**config.mk**
```make
export PLATFORM = sky130hd
export DESIGN_NAME = dsp_mac_sequencer
export DESIGN_NICKNAME = d
export VERILOG_FILES = /design/src/rtl/dsp_pkg.sv /design/src/rtl/dsp_mac_sequencer_tap_counter.sv /design/src/rtl/dsp_mac_sequencer.sv
export SDC_FILE = /design/constraint.sdc
export NUM_CORES = 1
export LEC_CHECK = 0
export CORE_MARGIN = 1
export CORE_UTILIZATION = 50
export CTS_CLUSTER_DIAMETER = 120
export DETAILED_ROUTE_END_ITERATION = 7
export GPL_TIMING_DRIVEN = 0
export PLACE_DENSITY = 0.79
export SYNTH_ARGS = -nofsm -noshare
export SYNTH_HDL_FRONTEND = slang
export SYNTH_SLANG_ARGS = --single-unit
export TNS_END_PERCENT = 30
```
**constraint.sdc**
```tcl
create_clock -name CLK -period 2.7 [get_ports CLK]
set_input_delay 0.54 -clock CLK [delete_from_list [all_inputs] [get_ports CLK]]
set_output_delay 0.54 -clock CLK [all_outputs]
set_load 0.01 [all_outputs]
```
**src/rtl/dsp_pkg.sv**
```systemverilog
// Shared constants for the DSP MAC sequencer: FSM state encodings and the
// X / Z post-adder mux select encodings of the slice.
package dsp_pkg;

  // FSM states (plain constants so older tools and netlists see fixed codes)
  localparam logic [1:0] S_IDLE  = 2'd0;
  localparam logic [1:0] S_CLEAR = 2'd1;
  localparam logic [1:0] S_RUN   = 2'd2;
  localparam logic [1:0] S_DRAIN = 2'd3;

  // X mux selects
  localparam logic [1:0] X_ZERO = 2'b00;
  localparam logic [1:0] X_M    = 2'b01;
  localparam logic [1:0] X_P    = 2'b10;
  localparam logic [1:0] X_DAB  = 2'b11;

  // Z mux selects
  localparam logic [1:0] Z_ZERO = 2'b00;
  localparam logic [1:0] Z_PCIN = 2'b01;
  localparam logic [1:0] Z_P    = 2'b10;
  localparam logic [1:0] Z_C    = 2'b11;

endpackage

```
**src/rtl/dsp_mac_sequencer_tap_counter.sv**
```systemverilog
// Tap index counter: synchronous clear, increment on accept, and a
// terminal-count flag raised while the count equals the supplied limit.
module tap_counter #(
  parameter int W = 8
) (
  input  logic         clk,
  input  logic         rst,
  input  logic         clr,
  input  logic         inc,
  input  logic [W-1:0] limit,
  output logic [W-1:0] cnt,
  output logic         tc
);

  // clear wins over increment so a new START always restarts from 0
  always_ff @(posedge clk or posedge rst) begin
    if (rst)      cnt <= '0;
    else if (clr) cnt <= '0;
    else if (inc) cnt <= cnt + W'(1);
  end

  assign tc = (cnt == limit);

endmodule

```
**src/rtl/dsp_mac_sequencer.sv**
```systemverilog
// MAC sequencer for one DSP slice: steps the coefficient index, drives the
// X/Z post-adder selects and M/P enables for an N-tap dot product, and
// pulses DONE once the final P value has settled.
module dsp_mac_sequencer import dsp_pkg::*; #(
  parameter int TAP_CNT_WIDTH = 8,
  parameter int PIPE_LAT      = 2,
  parameter int X_SEL_SIZE    = 2,
  parameter int Z_SEL_SIZE    = 2
) (
  input  logic                     CLK,
  input  logic                     RST,
  input  logic                     START,
  input  logic [TAP_CNT_WIDTH-1:0] NUM_TAPS,
  input  logic                     ROUND_EN,
  input  logic                     SAMPLE_VALID,
  output logic                     SAMPLE_READY,
  output logic [TAP_CNT_WIDTH-1:0] TAP_IDX,
  output logic [X_SEL_SIZE-1:0]    X_SEL,
  output logic [Z_SEL_SIZE-1:0]    Z_SEL,
  output logic                     CEM,
  output logic                     CEP,
  output logic                     BUSY,
  output logic                     DONE
);

  localparam int DW = (PIPE_LAT < 2) ? 1 : $clog2(PIPE_LAT);

  logic [1:0]               state_q, state_d;
  logic [TAP_CNT_WIDTH-1:0] nt_q;
  logic                     rnd_q;
  logic [DW-1:0]            drn_q;
  logic                     start_acc, accept, tap_tc, last_acc, drn_last;
  logic [1:0]               z_first;

  assign start_acc    = (state_q == S_IDLE) && START;
  assign SAMPLE_READY = (state_q == S_RUN);
  assign BUSY         = (state_q != S_IDLE);
  assign accept       = SAMPLE_READY && SAMPLE_VALID;
  assign CEM          = accept;
  assign last_acc     = accept && tap_tc;
  assign drn_last     = (drn_q == '0);
  assign z_first      = rnd_q ? Z_C : Z_ZERO;

  // the counter register itself is the registered TAP_IDX output
  tap_counter #(.W(TAP_CNT_WIDTH)) u_tap (
    .clk   (CLK),
    .rst   (RST),
    .clr   (start_acc),
    .inc   (accept),
    .limit (nt_q - TAP_CNT_WIDTH'(1)),
    .cnt   (TAP_IDX),
    .tc    (tap_tc)
  );

  // next-state decode
  always_comb begin
    state_d = state_q;
    case (state_q)
      S_IDLE:  if (START) state_d = (NUM_TAPS != '0) ? S_RUN : S_CLEAR;
      S_CLEAR: state_d = S_DRAIN;
      S_RUN:   if (last_acc) state_d = S_DRAIN;
      S_DRAIN: if (drn_last) state_d = S_IDLE;
      default: state_d = S_IDLE;
    endcase
  end

  // state register and per-operation latches
  always_ff @(posedge CLK or posedge RST) begin
    if (RST) begin
      state_q <= S_IDLE;
      nt_q    <= '0;
      rnd_q   <= 1'b0;
    end else begin
      state_q <= state_d;
      if (start_acc) begin
        nt_q  <= NUM_TAPS;
        rnd_q <= ROUND_EN;
      end
    end
  end

  // drain down-counter: preloaded outside DRAIN, so DRAIN lasts PIPE_LAT cycles
  always_ff @(posedge CLK or posedge RST) begin
    if (RST)                     drn_q <= '0;
    else if (state_q != S_DRAIN) drn_q <= DW'(PIPE_LAT - 1);
    else if (!drn_last)          drn_q <= drn_q - DW'(1);
  end

  // registered slice controls: default is "P holds", a beat follows each accept
  always_ff @(posedge CLK or posedge RST) begin
    if (RST) begin
      X_SEL <= X_SEL_SIZE'(X_ZERO);
      Z_SEL <= Z_SEL_SIZE'(Z_P);
      CEP   <= 1'b0;
      DONE  <= 1'b0;
    end else begin
      X_SEL <= X_SEL_SIZE'(X_ZERO);
      Z_SEL <= Z_SEL_SIZE'(Z_P);
      CEP   <= 1'b0;
      DONE  <= (state_q == S_DRAIN) && drn_last;
      if (accept) begin
        X_SEL <= X_SEL_SIZE'(X_M);
        CEP   <= 1'b1;
        if (TAP_IDX == '0) Z_SEL <= Z_SEL_SIZE'(z_first);
      end else if (state_q == S_CLEAR) begin
        CEP   <= 1'b1;
        Z_SEL <= Z_SEL_SIZE'(z_first);
      end
    end
  end

endmodule
```
==> results of run 1 <==
-- where the power goes --
group,switching (mW),leakage [nW],total (mW),internal [mW]
clock,0.121,0.0139,0.177,0.0568
sequential,0.174,0.317,0.705,0.531
combinational,0.533,0.475,1.06,0.528
-- worst max path at each step --
| stage | depth (start not counted) | slack [ns] | end |
|---|---|---|---|
| 2_1_floorplan | 8 | 0.58 | state_q[0] |
| 3_3_place_gp | 4 | 0.28 | CEM |
| 3_5_place_dp | 4 | 0.27 | CEM |
| 4_1_cts | 5 | 0.06 | CEM |
| 5_1_grt | 5 | 0.02 | CEM |
| 6_report | 5 | 0.15 | CEM |
-- layer usage --
metal  up-vias  share of wire  track usage
met2        29           0.50        0.375
met4         0          0.018       0.0821
li1        574              -            -
met1       543           0.45        0.280
met3         8          0.035       0.0234
met5         -              0            0
-- cell families after synthesis --
logic type / after synthesis / share of synthesized area
fa+ha+maj: 8 / 0.0704
simple gates: 67 / 0.222
other cells: 1 / 0.00264
flops: 25 / 0.441
mux: 2 / 0.0176
compound gates: 18 / 0.107
buf+inv: 19 / 0.0528
xor+xnor: 14 / 0.0863
-- worst max-delay path: stages (launching register included) --
cell	delay [ns]
dfrtp_1	0.45
inv_1	0.13
ha_1	0.24
nand2_1	0.16
clkinvlp_4	0.16
clkdlybuf4s50_1	0.55
-- state kept, by name (all words and copies together) (netlist names) --
signal / count
rnd_q: 1
CEP: 1
Z_SEL: 2
nt_q: 8
state_q: 2
u_tap.cnt: 8
X_SEL: 1
drn_q: 1
DONE: 1
-- placed cells by master, fill, tap and decap left out, types with 2 or more instances in the layout --
| master | Yosys | routed |
|---|---|---|
| clkbuf_4 | 0 | 3 |
| nand4_1 | 4 | 4 |
| dfrtp_1 | 24 | 24 |
| ha_1 | 8 | 8 |
| inv_1 | 13 | 13 |
| clkinvlp_4 | 0 | 2 |
| nand2b_1 | 4 | 4 |
| nand2_1 | 31 | 31 |
| or3_1 | 3 | 3 |
| nor3_1 | 2 | 2 |
| xor2_1 | 7 | 7 |
| nand3_1 | 4 | 4 |
| clkbuf_1 | 4 | 4 |
| clkdlybuf4s50_1 | 0 | 28 |
| o21ai_0 | 6 | 6 |
| nor2_1 | 11 | 11 |
| nand3b_1 | 2 | 2 |
| xnor2_1 | 7 | 7 |
| buf_4 | 1 | 3 |
| nor4_1 | 2 | 2 |
| a21oi_1 | 3 | 3 |
| and2_1 | 2 | 2 |
-- layout make-up --
cell class                      count  area, um^2
Fill cell                         215         802
Multi-Input combinational cell    110         719
Sequential cell                    25         627
Timing Repair Buffer               30         295
Inverter                           14        56.3
Tap cell                           30        37.5
Clock buffer                        3        22.5
Buffer                              5        22.5
Clock inverter                      1        7.51
-- stage by stage --
step | total power [mW] | hold slack, ns | area, um^2 | utilization | setup slack (ns)
floorplan | 1.40 | 0.397 | 1420 | - | 0.583
global placement | 1.71 | 0.419 | 1740 | 0.671 | 0.281
detailed placement | 1.76 | 0.433 | 1740 | 0.671 | 0.271
CTS | 1.94 | 0.453 | 1770 | 0.683 | 0.0633
global route | 2.12 | 0.490 | 1790 | 0.690 | 0.0235
finish | 1.94 | 0.445 | 1790 | 0.690 | 0.147
-- repair_timing --
item | 4_1_cts | 5_1_grt
buffers inserted | 0 | 2
endpoints found under the setup margin | 0 | 1
hold endpoints to repair | 0 | 0
gates resized for setup | 0 | 1
==> results_dict.tcl, run 1 <==
set metrics [dict create \
    outcome "finished, final reports clean" \
    synthTopCellsByArea "dfrtp_1 (42%), nand2_1 (8.2%), ha_1 (7.0%)" \
    routed_wl_mm 3.03 \
    fin_setup_tns_ns 0 \
    hold_path_class "flop to flop" \
    track_usage 0.217 \
    numPlacedInstances 212 \
    vias 1154 \
    ant_nets 0 \
    synth-seq-cells 25 \
    die_y_um 55.3 \
    cts_inserted_buffers 3 \
    regToRegSetupSlack_ns 0.39 \
    synthDominantCellAreaShare 0.423 \
    reg2reg_to "state_q[0]" \
    worst_slew_pin_slew_ns 0.952 \
    cts-root-buf "clkbuf_4" \
    area_delta_synth_final_pct 25.8 \
    holdPathStages 1 \
    cts_sinks 25 \
    final-hold-violation-count 0 \
    synth.most_common_cell "nand2_1" \
    drc_errors 0 \
    avgSynthCellArea_um2 9.23 \
    fmax_mhz 392 \
    cap_violations 0 \
    io_pins 30 \
    crit_path_max_fanout 6 \
    vias_per_cell 5.29 \
    port_buffers 28 \
    core_um2 2590 \
    cp_data_arrival_time_ns 2.01 \
    hpwl_mm 2.30 \
    initial_core_util 0.549 \
    ys_types 35 \
    slew_headroom 0.365 \
    synth_edf_count 0 \
    h-tree-depth 1 \
    clk_path_buf_depth 2 \
    post-route-period-util 0.946 \
    drt_first_pass_iters 4 \
    die_w_um 55.3 \
    critical_path_class "flop to output port" \
    rsz0062_at_grt "false" \
    clock_skew_ns 0.00623 \
    vdd_drop_max_v 0.000635 \
    grt_max_degree 26 \
    p_per_area_nw_per_um2 1090 \
    hold_buffers 0 \
    startpoint "state_q[0]" \
    critical_path_required_ns 2.16 \
    worstReg2RegStart "nt_q[0]" \
    drv_slew 0 \
    antenna_found_initial 0 \
    place_congestion 0.793 \
    grt.overflow.total 0 \
    fin_nets 210 \
    synth_top_area_cell "dfrtp_1" \
    syn_inst 154 \
    crit_path_end_kind "output port" \
    synth_flop_cell "dfrtp_1" \
    clkSlewWorstSetupHoldPaths_ns 0.15 \
    final_cells 218 \
    grt_pass1_vias 1204 \
    worst-r2r-cell-count 8 \
    wire_per_inst_um 13.9 \
    rows 18 \
    power_leakage_nw 0.806 \
    worstHoldEndpoint "DONE" \
    grt_pass1_wl_mm 5.27 \
    n_antenna_cell 0 \
    startpoint_type "flop" \
    syn-num-nets 175 \
    dieArea_um2 3060 \
    drive_above_1_share 0.0745 \
    syn_area_um2 1420 \
    synth_common_cells "nand2_1 (31), dfrtp_1 (24), inv_1 (13), nor2_1 (11), ha_1 (8)" \
    setup_viol 0 \
    seq_area_frac_synth 0.441 \
    cts_tree "done" \
    fin_crit_ns 2.55 \
    drtIter0Drc 29 \
    async_reset_ff_frac 1.00 \
    worstHoldStart "drn_q" \
    clock_latency_ns 0.33 \
    synth_warnings 0 \
]
Power figures use the tool's default switching activity.
==> inputs of run 2 (changes only) <==
- CAP_MARGIN: unset -> 20
==> results of run 2 <==
Final layout, timing and power as in run 1 (identical DEF).
